[src/rtl/fluxo_dados_memoria.sv]
// fluxo_dados_memoria
// Datapath of the memory game. It executes the control unit's commands and
// returns status flags.
//
// Contents:
//   - 4-bit address counter
//   - fixed 16-word sequence ROM
//   - play register
//   - comparator
//   - two-stage button synchronizer with a rising-edge (press) detector
//
// Ports:
//   clock, reset   rising-edge clock, synchronous active-high reset
//   botoes[N]      raw asynchronous buttons, active-high
//   zeraC, contaC  counter clear (dominant) / increment
//   zeraR, registraR  play register clear (dominant) / load from synced buttons
//   fim            counter == LIMITE
//   igual          ROM word at current address == play register
//   jogada         one-cycle pulse per button press
//   db_*           debug views of counter, ROM word, register, |buttons
//
// Command semantics:
//   There is no handshake. Each command is a level.
//   It acts on every rising edge where it is high.
//   A clear command always wins over its companion command.
module fluxo_dados_memoria #(
  parameter int N      = 4,
  parameter int LIMITE = 15
) (
  input  logic         clock,
  input  logic         reset,
  input  logic [N-1:0] botoes,
  input  logic         zeraC,
  input  logic         contaC,
  input  logic         zeraR,
  input  logic         registraR,
  output logic         fim,
  output logic         igual,
  output logic         jogada,
  output logic [3:0]   db_contagem,
  output logic [N-1:0] db_memoria,
  output logic [N-1:0] db_jogada,
  output logic         db_tem_jogada
);

  logic [3:0]   contagem;
  logic [N-1:0] registro;
  logic [N-1:0] sync1;
  logic [N-1:0] sync2;
  logic         prev;
  logic         tem_jogada;
  logic [N-1:0] rom_word;

  // Address counter: clear dominates increment, natural 4-bit wrap 15 -> 0.
  always_ff @(posedge clock) begin
    if (reset) begin
      contagem <= 4'd0;
    end else if (zeraC) begin
      contagem <= 4'd0;
    end else if (contaC) begin
      contagem <= contagem + 4'd1;
    end
  end

  // Play register loads the synchronized buttons, never the raw pins.
  // A button released before the load edge is therefore recorded as 0.
  always_ff @(posedge clock) begin
    if (reset) begin
      registro <= '0;
    end else if (zeraR) begin
      registro <= '0;
    end else if (registraR) begin
      registro <= sync2;
    end
  end

  // Two-flop synchronizer plus the history bit for press detection.
  // Reset clears all of them.
  // A button still held after reset therefore yields a fresh press pulse.
  always_ff @(posedge clock) begin
    if (reset) begin
      sync1 <= '0;
      sync2 <= '0;
      prev  <= 1'b0;
    end else begin
      sync1 <= botoes;
      sync2 <= sync1;
      prev  <= tem_jogada;
    end
  end

  assign tem_jogada = |sync2;

  // Pulses only on the transition from "no button" to "any button".
  // Adding a second button while one is held gives no new pulse.
  assign jogada = tem_jogada & ~prev;

  // Fixed sequence ROM, combinational read at the counter address.
  always_comb begin
    rom_word = '0;
    case (contagem)
      4'd0:    rom_word = N'(4'b0001);
      4'd1:    rom_word = N'(4'b0010);
      4'd2:    rom_word = N'(4'b0100);
      4'd3:    rom_word = N'(4'b1000);
      4'd4:    rom_word = N'(4'b0100);
      4'd5:    rom_word = N'(4'b0010);
      4'd6:    rom_word = N'(4'b0001);
      4'd7:    rom_word = N'(4'b0001);
      4'd8:    rom_word = N'(4'b0010);
      4'd9:    rom_word = N'(4'b0010);
      4'd10:   rom_word = N'(4'b0100);
      4'd11:   rom_word = N'(4'b0100);
      4'd12:   rom_word = N'(4'b1000);
      4'd13:   rom_word = N'(4'b1000);
      4'd14:   rom_word = N'(4'b0001);
      default: rom_word = N'(4'b0100);
    endcase
  end

  assign fim           = (contagem == 4'(LIMITE));
  assign igual         = (rom_word == registro);
  assign db_contagem   = contagem;
  assign db_memoria    = rom_word;
  assign db_jogada     = registro;
  assign db_tem_jogada = tem_jogada;

endmodule

[config.mk]
export PLATFORM = sky130hd
export DESIGN_NAME = fluxo_dados_memoria
export DESIGN_NICKNAME = d
export VERILOG_FILES = /design/src/rtl/fluxo_dados_memoria.sv
export SDC_FILE = /design/constraint.sdc
export NUM_CORES = 1
export LEC_CHECK = 0
export ABC_AREA = 1
export CAP_MARGIN = 20
export CORE_MARGIN = 8
export CORE_UTILIZATION = 48
export DETAILED_ROUTE_END_ITERATION = 16
export PLACE_DENSITY = 0.8
export SETUP_SLACK_MARGIN = 0.15
export SLEW_MARGIN = 20
export SYNTH_ARGS = -nofsm -noshare
export SYNTH_HDL_FRONTEND = slang
export SYNTH_SLANG_ARGS = --single-unit
export TNS_END_PERCENT = 5
[constraint.sdc]
create_clock -name clock -period 2.03 [get_ports clock]
set_input_delay 0.203 -clock clock [delete_from_list [all_inputs] [get_ports clock]]
set_output_delay 0.203 -clock clock [all_outputs]
set_load 0.1 [all_outputs]
==> metrics.cfg, run 1 <==
[finish]
regArea_sq_um=444
fin_nets=151
diodes=0
num-fill-cells=145
syn_to_final_growth_pct=38.4
final_area_sq_um=1220
multi_input_area_sq_um=413
layout-drive-gt1-share_pct=33.8

[logic_synthesis]
synth_area_sq_um=883
postSynthCellCount=110
ys_seq_area_share_pct=47.6
synth-seq-cells=21
synth.yosys.warnings=0
avgSynthCellArea_sq_um=8.03
synth.net_count=121
synth.distinct_cells=21

[worst_setup_path]
worstPathRequired_ns=1.83
crit_path_end_kind=output pin
reg2reg_from=db_contagem[0]$_SDFFE_PP0P_
crit_type=register to output pin
critical_path_arrival_ns=1.44
cp_cell_sequence=nor4_1 -> inv_1 -> buf_4
critPathMaxFanout=3
crit_slowest_cell=nor4_1
critPathLaunchType=register
max_stage_delay_ns=0.47
startpoint=sync2[3]$_SDFF_PP0_

[routing]
drt-pass1-iter-count=3
drt_wl_total_um=1870
via_count=764
via_per_inst=4.66
drtIter0Drc=11
wire_per_inst_um=11.4
drtAntennaViolNets=0
drc=0

[power]
vdd_ir_drop_max_mv=0.536
p_leak_nw=0.605
pwr_density_cell_nw_per_um2=654

[sta]
tightest_slew_ns=0.480
fin_tns_setup_ns=0
finalCriticalPeriod_ns=1.64
rsz0062_at_grt=false
finalCritPeriodShare_pct=80.9
finalHoldViolCount=0
final.setup_skew_ns=0.00540
setup_violations=0
max_freq_mhz=609
maxSlewHeadroom_pct=67.7
finalMaxSlewViolations=0

[floorplanning]
start_util_pct=51.2
fp.dieH_um=58.9
std_cell_rows=15
die_w_um=58.9
core_sq_um=1730
io_pins=26
dieArea_sq_um=3470

[global_routing]
antenna_found_initial=0
gr-total-overflow=0
grt_max_degree=13
grt_pass1_wl_um=3080
grt_usage_pct=11.2
grt_pass1_vias=711

[clocking]
cts_resized=0
clkTransAtPathRegs_ns=0.11
cts_made_buffers=3
clockBufferDepth=2
clkSinkCount=21
clock-root-buffer=clkbuf_4
cts_hold_buf=0
clk_latency_ns=0.30
postCtsSetupRepairBufs=0
htree_num_levels=1
cts_tree=built

[min_path]
min_from=botoes[3]
hold_path.class=primary input to register

[placement]
hpwl_um=1570
placed_area_sq_um=1190
gp_congestion=0.747
io_buffers=25

[run]
drv_cap=0

[status]
status=completed

[critical path, delay by kind of cell (launching register included)]
kind          cells  cell delay [ns]
flops             1             0.33
simple gates      1             0.47
buf+inv           2             0.34
[sequential cells by signal, summed over array words and instances (netlist names)]
signal,flops
db_jogada,4
sync2,4
prev,1
db_contagem,4
db_memoria,4
sync1,4
[power by group]
part	switching (mW)	internal [mW]
clock network	0.125	0.0734
registers	0.00770	0.422
logic	0.121	0.0495
[layout by cell type, fill, tap and decap left out, types with 4 or more instances in the layout]
| cell type | instances |
|---|---|
| nand2_1 | 27 |
| buf_4 | 15 |
| inv_1 | 14 |
| nor2_1 | 11 |
| dfxtp_1 | 10 |
| clkdlybuf4s50_1 | 9 |
| nand3_1 | 7 |
| dfxtp_2 | 7 |
| a21oi_1 | 5 |
| dfxtp_4 | 4 |
[logic make-up (layout without fill, tap and decap cells)]
kind of cell / after synthesis / after routing / synth area share [%]
adder cells (fa/ha/maj): 1 / 1 / 1.42
buffers and inverters: 18 / 47 / 7.79
AO/OA/AOI/OAI: 7 / 7 / 4.67
XOR/XNOR: 4 / 4 / 3.97
AND/OR/NAND/NOR: 59 / 59 / 34.6
flip-flops: 21 / 21 / 47.6
[worst paths after layout]
check	end	slack, ns	cells past startpoint
worst min register to register	sync2[0]$_SDFF_PP0_	0.42	2
worst min-delay path	sync1[3]$_SDFF_PP0_	0.41	3
worst max register to register	db_memoria[2]$_DFF_P_	0.73	9
worst max-delay path	db_tem_jogada	0.39	3
[cell usage after synthesis (all sizes together)]
cell type	count	area (sq um)
nor3	1	5.00
nor2	14	85.1
nand2	31	131
inv	17	63.8
nor4	1	6.26
o21ai	1	5.00
o21bai	1	11.3
a21oi	5	25.0
nand3	10	65.1
xor2	2	17.5
nand4	1	6.26
buf	1	5.00
xnor2	2	17.5
ha	1	12.5
dfxtp	21	420
or2	1	6.26
[layer usage]
metal	up-vias	wire, um	track usage, %
met4	0	14	3.07
met1	344	827	13.6
met3	2	107	4.78
met5	-	0	0
li1	399	-	-
met2	19	919	17.4
[per-stage QoR]
step / total power, mW / std cells / hold WS, ns / util, % / setup WS (ns)
after floorplan: 0.557 / 110 / 0.310 / - / 0.140
after global placement: 0.606 / 160 / 0.392 / 69.2 / 0.582
after detailed placement: 0.611 / 160 / 0.404 / 69.2 / 0.534
after CTS: 0.806 / 164 / 0.405 / 70.8 / 0.377
after global routing: 0.830 / 164 / 0.411 / 70.8 / 0.295
final: 0.799 / 164 / 0.408 / 70.8 / 0.387
[final cells by class]
| class | count | area share [%] |
|---|---|---|
| Multi-Input combinational cell | 71 | 33.8 |
| Clock buffer | 3 | 1.84 |
| Inverter | 17 | 5.22 |
| Sequential cell | 21 | 36.3 |
| Tap cell | 25 | 2.56 |
| Clock inverter | 1 | 0.409 |
| Timing Repair Buffer | 26 | 19.9 |
Note: power is estimated with default switching activity, not from simulation.
==> run 2: changes to the inputs <==
Settings changed: CORE_ASPECT_RATIO set to 0.7, CORE_UTILIZATION 48 to 41, PLACE_DENSITY 0.8 to 0.73.
Clock period 2.03 ns to 1.35 ns, I/O delays scaled along.
==> run 2 against run 1 <==
The run now ends with setup timing left. Critical path depth rose by 1. Sequential share of layout area is 6.3 points lower. Register-to-register slack got worse by 0.65 ns. Largest cell class is now multi-input combinational cells. Highest routed layer is now met3.
==> metrics.cfg, run 2 (synthesis gave the netlist of run 1 again) <==
[status]
status=finished with violations  ; was completed
violations=setup timing

[routing]
route.met3.wl_um=131  ; was 107 um
wire_per_inst_um=12.3  ; was 11.4 um
drt-pass1-iter-count=4  ; was 3
drc=0  ; unchanged
drt_wl_total_um=2070  ; was 1870 um
wl_met2_um=1100  ; was 919 um
drtAntennaViolNets=0  ; unchanged
wl_met1_um=848  ; was 827 um
via_count=818  ; was 764
via_per_inst=4.84  ; was 4.66
highest_layer=met3  ; was met4
drtIter0Drc=29  ; was 11

[placement]
io_buffers=25  ; unchanged
gp_congestion=0.884  ; was 0.747
dp.cells=161  ; was 160
hpwl_um=1590  ; was 1570 um

[floorplanning]
die_w_um=71.5  ; was 58.9 um
std_cell_rows=14  ; was 15
core_sq_um=2100  ; was 1730 sq um
dieArea_sq_um=3920  ; was 3470 sq um
fp.dieH_um=54.8  ; was 58.9 um
io_pins=26  ; unchanged
start_util_pct=42.0  ; was 51.2%

[sta]
final.setup_skew_ns=0.00170  ; was 0.00540 ns
finalCritPeriodShare_pct=105
finalMaxSlewViolations=0  ; unchanged
finalCriticalPeriod_ns=1.41
finalHoldViolCount=0  ; unchanged
tightest_slew_ns=0.318  ; was 0.480 ns
worst_slack_ns=-0.0635  ; was 0.387 ns
rsz0062_at_grt=true  ; was false
setup_violations=3  ; was 0
max_freq_mhz=707
worst_hold_slack_ns=0.343  ; was 0.408 ns
maxSlewHeadroom_pct=78.8  ; was 67.7%

[finish]
stdcell_count=169  ; was 164
diodes=0  ; unchanged
mostFrequentLayoutCell=nand2_1  ; unchanged
fin_nets=157  ; was 151
multi_input_area_sq_um=482  ; was 413 sq um
layout-drive-gt1-share_pct=44.8  ; was 33.8%
num-fill-cells=148  ; was 145
syn_to_final_growth_pct=72.8  ; was 38.4%
layout_common_cells=nand2_1, buf_12, inv_1  ; was nand2_1, buf_4, inv_1
regArea_sq_um=459  ; was 444 sq um

[clocking]
cts_tree=built  ; unchanged
cts_made_buffers=3  ; unchanged
clockBufferDepth=2  ; unchanged
clk_latency_ns=0.29  ; was 0.30 ns
htree_num_levels=1  ; unchanged
clkSinkCount=21  ; unchanged
clkTransAtPathRegs_ns=0.10  ; was 0.11 ns
clock-root-buffer=clkbuf_4  ; unchanged

[min_path]
min_to=sync1[0]$_SDFF_PP0_  ; was sync1[3]$_SDFF_PP0_
hold_path.class=primary input to register  ; unchanged
min_from=botoes[0]  ; was botoes[3]
min_path_cells=3  ; unchanged

[worst_setup_path]
cp_cell_sequence=xnor2_2 -> nand2_2 -> nor3_4 -> buf_12  ; was nor4_1 -> inv_1 -> buf_4
critPathMaxFanout=2  ; was 3
crit_slowest_cell=dfxtp_4  ; was nor4_1
r2r_end=db_memoria[2]$_DFF_P_  ; unchanged
max_stage_delay_ns=0.37  ; was 0.47 ns
crit_path_end_kind=output pin  ; unchanged
ff2ff_path_depth=9  ; unchanged
reg2reg_from=db_contagem[1]$_SDFFE_PP0P_  ; was db_contagem[0]$_SDFFE_PP0P_
r2r_slack_ns=0.08  ; was 0.73 ns
critical_path_arrival_ns=1.28  ; was 1.44 ns
critPathLaunchType=register  ; unchanged
worstPathRequired_ns=1.22  ; was 1.83 ns
crit_type=register to output pin  ; unchanged

[power]
p_leak_nw=0.681  ; was 0.605 nW
p_comb_share_pct=25.5  ; was 21.3%
p_seq_share_pct=51.9  ; was 53.8%
p_sw_share_pct=30.3  ; was 31.8%
p_sw_mw=0.375  ; was 0.254 mW
pwr-share-clk_pct=22.5  ; was 24.9%
vdd_ir_drop_max_mv=0.649  ; was 0.536 mV
pwr_density_cell_nw_per_um2=811  ; was 654 nW/um^2
p_int_mw=0.864  ; was 0.545 mW

[global_routing]
grt_pass1_wl_um=3450  ; was 3080 um
antenna_found_initial=0  ; unchanged
grt_usage_pct=11.5  ; was 11.2%
gr-total-overflow=0  ; unchanged
grt_pass1_vias=797  ; was 711
grt_max_degree=12  ; was 13

[run]
drv_cap=0  ; unchanged

## run 2: worst max-delay path by stage
stage	startpoint	end	slack (ns)	cells after the start
finish	db_jogada[2]$_SDFFE_PP0P_	igual	-0.06	4
global route	db_jogada[2]$_SDFFE_PP0P_	igual	-0.15	4
CTS	db_jogada[3]$_SDFFE_PP0P_	igual	-0.08	4
detailed placement	contaC	db_memoria[2]$_DFF_P_	-0.06	10
global placement	contaC	db_memoria[2]$_DFF_P_	-0.008	8
floorplan	db_jogada[3]$_SDFFE_PP0P_	igual	-0.37	3
## run 2: through the flow
stage / setup slack [ns] / TNS, ns / util (%) / power, mW / area (sq um)
5_1_grt: -0.150 / -0.463 / 72.6 / 1.30 / 1530
6_report: -0.0635 / -0.129 / 72.6 / 1.24 / 1530
3_3_place_gp: -0.00846 / -0.0145 / 66.5 / 0.958 / 1400
2_1_floorplan: -0.373 / -1.45 / - / 0.834 / 940
3_5_place_dp: -0.0645 / -0.159 / 66.5 / 0.964 / 1400
4_1_cts: -0.0766 / -0.215 / 71.9 / 1.26 / 1510
## run 2: critical path, delay by kind of cell (launching register included)
kind / cells / cell delay, ns
buffers and inverters: 1 / 0.20
flip-flops: 1 / 0.37
AND/OR/NAND/NOR: 2 / 0.26
XOR/XNOR: 1 / 0.16
## run 2: cell type report
| class | count | area share, % |
|---|---|---|
| clock buffer | 4 | 1.72 |
| timing repair buffer | 32 | 30.3 |
| sequential | 21 | 30.1 |
| tap | 24 | 1.97 |
| multi-input combinational | 71 | 31.6 |
| inverter | 17 | 4.34 |
## run 2: timing repair
item                                   4_1_cts  5_1_grt
gates resized for setup                     13        3
pin swaps                                    6        0
setup buffers                                4        0
hold buffers                                 0        0
setup endpoints to repair                    6        8
endpoints found under the hold margin        0        0
## run 2: power groups by stage
stage | Combinational [mW] | Clock [mW] | Sequential, mW
final | 0.316 | 0.279 | 0.643
after floorplan | 0.126 | 0 | 0.708
after detailed placement | 0.307 | 0 | 0.658
after CTS | 0.316 | 0.299 | 0.643
after global placement | 0.302 | 0 | 0.656
after global routing | 0.331 | 0.326 | 0.646
## run 2: routing by layer
metal | up-vias | GRT usage, %
li1 | 412 | -
met4 | 0 | 3.03
met5 | - | 0
met2 | 29 | 21.5
met1 | 377 | 12.1
met3 | 0 | 4.57
